===== src/rtl/imem_arbiter.sv =====
// Two-port arbiter (fetch / loader) for one shared single-port instruction memory.
// Define IMEM_ARB_RR_EN for round-robin RUN-state arbitration; default is loader-priority.
module imem_arbiter #(
  parameter int unsigned ADDR_W = 11
) (
  input  logic              clk_i,
  input  logic              rst_i,
  input  logic              f_req_i,
  input  logic [31:0]       f_addr_i,
  output logic              f_gnt_o,
  output logic              f_rvalid_o,
  output logic [31:0]       f_rdata_o,
  output logic              f_err_o,
  input  logic              l_req_i,
  input  logic              l_we_i,
  input  logic [31:0]       l_addr_i,
  input  logic [31:0]       l_wdata_i,
  output logic              l_gnt_o,
  output logic              l_rvalid_o,
  output logic [31:0]       l_rdata_o,
  input  logic              l_boot_done_i,
  output logic              fetch_hold_o,
  output logic              mem_en_o,
  output logic              mem_we_o,
  output logic [ADDR_W-1:0] mem_addr_o,
  output logic [31:0]       mem_wdata_o,
  input  logic [31:0]       mem_rdata_i
);

  localparam logic [31:0] NopInstr = 32'h0000_0013;

  typedef enum logic [0:0] {StBoot, StRun} state_e;

  state_e state_q, state_d;
  logic   rsp_f_q, rsp_f_d;
  logic   rsp_l_q, rsp_l_d;
  logic   rsp_oor_q, rsp_oor_d;
  logic   rsp_we_q, rsp_we_d;
`ifdef IMEM_ARB_RR_EN
  logic   last_l_q, last_l_d;
`endif

  logic f_oor, l_oor;
  logic f_gnt, l_gnt;

  assign f_oor = (f_addr_i >> ADDR_W) != 32'd0;
  assign l_oor = (l_addr_i >> ADDR_W) != 32'd0;

  always_comb begin
    f_gnt = 1'b0;
    l_gnt = 1'b0;
    if (rst_i) begin
      f_gnt = 1'b0;
    end else if (state_q == StBoot) begin
      l_gnt = l_req_i;
    end else if (f_req_i && l_req_i) begin
`ifdef IMEM_ARB_RR_EN
      // Grant whoever was not granted most recently.
      if (last_l_q) f_gnt = 1'b1;
      else          l_gnt = 1'b1;
`else
      l_gnt = 1'b1;
`endif
    end else begin
      f_gnt = f_req_i;
      l_gnt = l_req_i;
    end
  end

  always_comb begin
    mem_en_o    = 1'b0;
    mem_we_o    = 1'b0;
    mem_addr_o  = '0;
    mem_wdata_o = '0;
    if (f_gnt) begin
      mem_en_o   = ~f_oor;
      mem_addr_o = {f_addr_i[ADDR_W-1:2], 2'b00};
    end else if (l_gnt) begin
      mem_en_o    = ~l_oor;
      mem_we_o    = l_we_i & ~l_oor;
      mem_addr_o  = {l_addr_i[ADDR_W-1:2], 2'b00};
      mem_wdata_o = l_wdata_i;
    end
  end

  always_comb begin
    state_d = state_q;
    if (state_q == StBoot && l_boot_done_i) state_d = StRun;
    rsp_f_d   = f_gnt;
    rsp_l_d   = l_gnt;
    rsp_oor_d = f_gnt ? f_oor : (l_gnt & l_oor);
    rsp_we_d  = l_gnt & l_we_i;
`ifdef IMEM_ARB_RR_EN
    last_l_d = last_l_q;
    if (f_gnt) last_l_d = 1'b0;
    if (l_gnt) last_l_d = 1'b1;
`endif
  end

  always_ff @(posedge clk_i or posedge rst_i) begin
    if (rst_i) begin
      state_q   <= StBoot;
      rsp_f_q   <= 1'b0;
      rsp_l_q   <= 1'b0;
      rsp_oor_q <= 1'b0;
      rsp_we_q  <= 1'b0;
`ifdef IMEM_ARB_RR_EN
      last_l_q  <= 1'b1;
`endif
    end else begin
      state_q   <= state_d;
      rsp_f_q   <= rsp_f_d;
      rsp_l_q   <= rsp_l_d;
      rsp_oor_q <= rsp_oor_d;
      rsp_we_q  <= rsp_we_d;
`ifdef IMEM_ARB_RR_EN
      last_l_q  <= last_l_d;
`endif
    end
  end

  always_comb begin
    f_gnt_o      = f_gnt;
    l_gnt_o      = l_gnt;
    fetch_hold_o = (state_q == StBoot) | (f_req_i & ~f_gnt);
    f_rvalid_o   = rsp_f_q;
    f_err_o      = rsp_f_q & rsp_oor_q;
    f_rdata_o    = '0;
    if (rsp_f_q) f_rdata_o = rsp_oor_q ? NopInstr : mem_rdata_i;
    l_rvalid_o   = rsp_l_q;
    l_rdata_o    = '0;
    // Write acks return zero data, including dropped out-of-range writes.
    if (rsp_l_q && !rsp_we_q) l_rdata_o = rsp_oor_q ? NopInstr : mem_rdata_i;
  end

endmodule

===== config.mk =====
export PLATFORM = sky130hd
export DESIGN_NAME = imem_arbiter
export DESIGN_NICKNAME = d
export VERILOG_FILES = /design/src/rtl/imem_arbiter.sv
export SDC_FILE = /design/constraint.sdc
export NUM_CORES = 1
export LEC_CHECK = 0
export BUFFER_PORTS_ARGS = -buffer_cell sky130_fd_sc_hd__buf_2
export CAP_MARGIN = 20
export CORE_AREA = 2 2 96 98
export DETAILED_ROUTE_END_ITERATION = 6
export DIE_AREA = 0 0 98 100
export PLACE_DENSITY = 0.55
export SYNTH_ARGS = -nofsm -noshare
export SYNTH_HDL_FRONTEND = slang
export SYNTH_SLANG_ARGS = --single-unit

===== constraint.sdc =====
create_clock -name clk_i -period 1.7 [get_ports clk_i]
set_input_delay 0.17 -clock clk_i [delete_from_list [all_inputs] [get_ports clk_i]]
set_output_delay 0.17 -clock clk_i [all_outputs]
set_load 0.01 [all_outputs]

==> Yosys cells after proc, flatten, opt, wreduce, memory -nomap -nowiden <==
Cells that the tools add are included.
{ "op_classes": {"n_addsub": 0, "mul": 0, "n_div": 0, "magnitude_cmp": 0, "n_eq_ne": 0, "n_shift": 0, "muxes": 18, "n_bitwise": 10, "n_reduce_logical": 6} }
{ "ops": {"columns": ["op", "n"], "rows": [
  ["2-to-1 mux 32 bit", 5],
  ["nonzero test 32 bit", 2],
  ["2-to-1 mux 11 bit", 2],
  ["2-to-1 mux 1 bit", 11],
  ["bitwise AND 1 bit", 5],
  ["NOT 1 bit", 4],
  ["logical AND 1 bit", 3],
  ["zero test 1 bit", 1],
  ["bitwise OR 1 bit", 1]
]} }
{ "totals": {"ff_bits": 5, "latch_bits": 0, "ram_bits": 0, "rom_bits": 0, "output_inout_bits": 115, "n_memories": 0} }

==> Depth between registers and ports, before layout <==
{ "depth": {"depth_word": 7, "depth_mapped": 4, "ltp_nobuf": 4} }

==> Least setup slack after synthesis <==
Ideal clock, no wire load.
{ "synth_timing": {"path_type": "register to output", "from": "register rsp_we_q", "to": "output port l_rdata_o[10]", "arrival_time_ps": 1131, "required_ps": 1530, "setup_slack_ps": 399, "stages_incl_launch_ff": 5, "n_path_buf": 1, "cell_sequence": "dfrtp_1 -> nand2b_1 -> nor2_2 -> clkbuf_1 -> and2_1"} }
{ "synth_via": {"elab_chain_len": 3} }
{ "synth_lines": {"columns": ["item", "line_no", "source"], "rows": [
  ["from (decl)", "38", "logic rsp_we_q, rsp_we_d;"],
  ["from (signal assigned)", "115", "rsp_we_q <= rsp_we_d;"],
  ["zero test 1 bit", "133", "if (rsp_l_q && !rsp_we_q) l_rdata_o = rsp_oor_q ? NopInstr : mem_rdata_i;"],
  ["logical AND 1 bit", "133", null],
  ["2-to-1 mux 32 bit", "133", null],
  ["to (decl)", "20", "output logic [31:0] l_rdata_o,"]
]} }
No other way between the ends.

==> Worst setup path after layout <==
{ "layout_timing": {"from": "register rsp_we_q", "to": "output port l_rdata_o[29]"} }
The elaborated chain is that of the path after synthesis.

==> results.cfg <==
[timing]
fmax_mhz = 634.5
tns_ns = 0
finalCritPeriodShare_pct = 92.71
hold_viol = 0
fin_crit_ns = 1.576
skew_ns = 0.001666
drv_slew = 0
finalSetupViolCount = 0
fin_ws_ns = 0.1239
rsz0062_at_grt = false

[cts]
post_cts_buffers = 0
root_buffer = clkbuf_8
clk_path_buf_depth = 2
clkLatencyLatePin_ns = 0.22
clock_sinks = 5
cts_buffers = 3
cts_tree = done
clkTransAtPathRegs_ns = 0.03
ctsHtreeMaxLevel = 1

[critical_path]
worstReg2RegStart = state_q
critPathBufInv = 2
crit_fanout = 28
critical_path_class = flop to primary output
crit_path_start_kind = flop
worstPathRequired_ns = 1.53
end_kind = primary output
crit_chain = nand2b_1 > nor2_2 > buf_8 > and2_1 > buf_2
critical-path-max-stage-delay_ns = 0.34
critPathLaunch = rsp_we_q
cp_slowest_cell = dfrtp_1
r2r_slack_ns = 0.60
arrival_ns = 1.41
cp_top_family = simple AND/OR/NAND/NOR gates

[place]
dpl_worst_slack_ns = 0.1561
finalWeightedCongestion = 0.7144
dpl_cell_area_sq_um = 2436
hpwlAfterDp_mm = 5.475
port_buffers = 242

[power_and_ir_drop]
peakVddDrop_uv = 197.1
p_int_w = 0.0005165
switchingPower_w = 0.0002625
power_w = 0.0007791
switching_share_pct = 33.70
power.density_nw_per_um2 = 311.8
leakage_nw = 1.640
pwr-share-seq_pct = 16.8
pwr-share-comb_pct = 55.3
clockPowerShare_pct = 27.8

[final_layout]
multiInputGateArea_sq_um = 915.9
n_fill_cell = 1021
insertedDiodeCount = 0
synthToLayoutAreaGrowth_pct = 127.4
design_area_sq_um = 2499
regArea_sq_um = 125.1
layout.nets = 536
drive_gt1_share_pct = 64.09

[drt]
first_pass_iters = 4
drt_iter0_markers = 18
postRouteAntennaNets = 0
drc = 0
via_per_inst = 3.924
totalWireLength_mm = 5.988
vias = 2009
wl_per_cell_microns = 11.70

[grt]
grt_max_degree = 29
grt_util_all_layers_pct = 11.11
antenna_found_initial = 0
grt_pass1_vias = 1848
grt_first_pass_wirelength_mm = 8.845
globalRouteOverflowTotal = 0

[logic_synthesis]
ys_ff_latch = 5
ys_seq_area_share_pct = 11.39
synth_top_cell_by_area = and2_1
syn_area_per_cell_sq_um = 6.866
yosysWarnings = 0
netlist.area_leader.share_pct = 51.82
synth_cell_types = 28
synth_area_leaders = and2_1 52%, dfrtp_1 11%, a22o_1 7.2%, nor4_1 4.0%, nor2_1 3.4%
synth_cells = 160
syn-cell-area_sq_um = 1099

[floorplanning]
start_util_pct = 12.36
ios = 249
dieArea_sq_um = 9800
core_area_sq_um = 8890
die_w_microns = 98
fp.dieH_microns = 100
rows = 35

[hold_path]
hold_start = l_boot_done_i
hp-class = input port to flop

[flow_run]
max_cap_violations = 0

[run_status]
status = finished, final reports clean
## registers in the layout (all words and copies together), names as in the netlist
signal and count:
rsp_oor_q 1, l_rvalid_o 1, state_q 1, rsp_we_q 1, f_rvalid_o 1
## cells in the final DEF (no fill, tap or decap), types with 3 or more instances in the layout
master,synthesis,routed
nor2b_1,5,4
nor4_1,7,7
buf_2,3,242
nor2_1,10,10
a22o_1,9,9
clkbuf_8,0,3
buf_4,2,4
and2_1,91,91
dfrtp_1,5,5
## cells in the mapped netlist
| library cell | instances |
|---|---|
| inv_2 | 1 |
| and3b_1 | 1 |
| nand2b_1 | 1 |
| and2_1 | 91 |
| a22o_1 | 9 |
| dfrtp_1 | 5 |
| nor3b_1 | 1 |
| a21oi_1 | 1 |
| nor4_1 | 7 |
| inv_1 | 1 |
| o21ai_0 | 2 |
| nor3_1 | 1 |
| nor2b_1 | 5 |
| nor4_4 | 1 |
| nand4_2 | 1 |
| nand4_1 | 1 |
| or4_4 | 1 |
| nor2_2 | 1 |
| nand3_4 | 1 |
| conb_1 | 1 |
| or3_1 | 1 |
| a21o_1 | 1 |
| nand2_1 | 2 |
| or2_1 | 1 |
| clkbuf_1 | 7 |
| buf_2 | 3 |
| nor2_1 | 10 |
| buf_4 | 2 |
## per-stage QoR
step                      std cells  utilization, %  hold slack (ns)
final                           512           28.11           0.1330
after global routing            512           28.11           0.1435
after CTS                       512           28.02           0.1320
after detailed placement        507           27.40           0.1108
after global placement          507           27.40           0.1054
after floorplan                 161               -         -0.05148
## final timing paths
kind,to,depth (start not counted)
worst max-delay path,l_rdata_o[29],5
worst min-delay path,state_q,2
worst max register to register,rsp_oor_q,3
worst min register to register,state_q,1
max in group asynchronous,l_rvalid_o,3
min in group asynchronous,state_q,3
## final cells by class
class / count / share of cell area [%]
well taps: 111 / 5.558
inverters: 2 / 0.3005
repair buffers: 248 / 50.68
multi-input cells: 142 / 36.65
clock buffers: 4 / 1.803
flip-flops and latches: 5 / 5.008
## per-layer routing
layer / vias to the layer above / routed length (microns) / global-route usage [%]
li1: 995 / - / -
met1: 861 / 2032 / 11.40
met2: 143 / 3151 / 21.87
met3: 10 / 695 / 3.343
met4: 0 / 108 / 2.778
met5: - / 0 / 0
## worst register-to-register path, cell delays in order (launching register included)
cell     delay, ns
dfrtp_1       0.40
nand3_4       0.13
nor4_4        0.33
a21oi_1       0.10
## cells by family after synthesis
family | Yosys count | share of synthesized area (%)
and+or+nand+nor | 127 | 73.24
buffers and inverters | 14 | 5.808
DFF | 5 | 11.39
AOI/OAI and AO/OA | 13 | 9.226
other | 1 | 0.3414
## what timing repair did
item,CTS,global route
endpoints found under the hold margin,5,0
gates resized for setup,0,2
endpoints found under the setup margin,0,17
hold buffers,1,0
## power groups by stage
stage	Combinational [W]	Sequential, W	Clock [W]
global route	0.000476	0.000132	0.000231
floorplan	0.000170	0.000131	0
finish	0.000431	0.000131	0.000217
CTS	0.000437	0.000131	0.000219
global placement	0.000427	0.000132	0
detailed placement	0.000434	0.000132	0
Power figures use the tool's default switching activity.
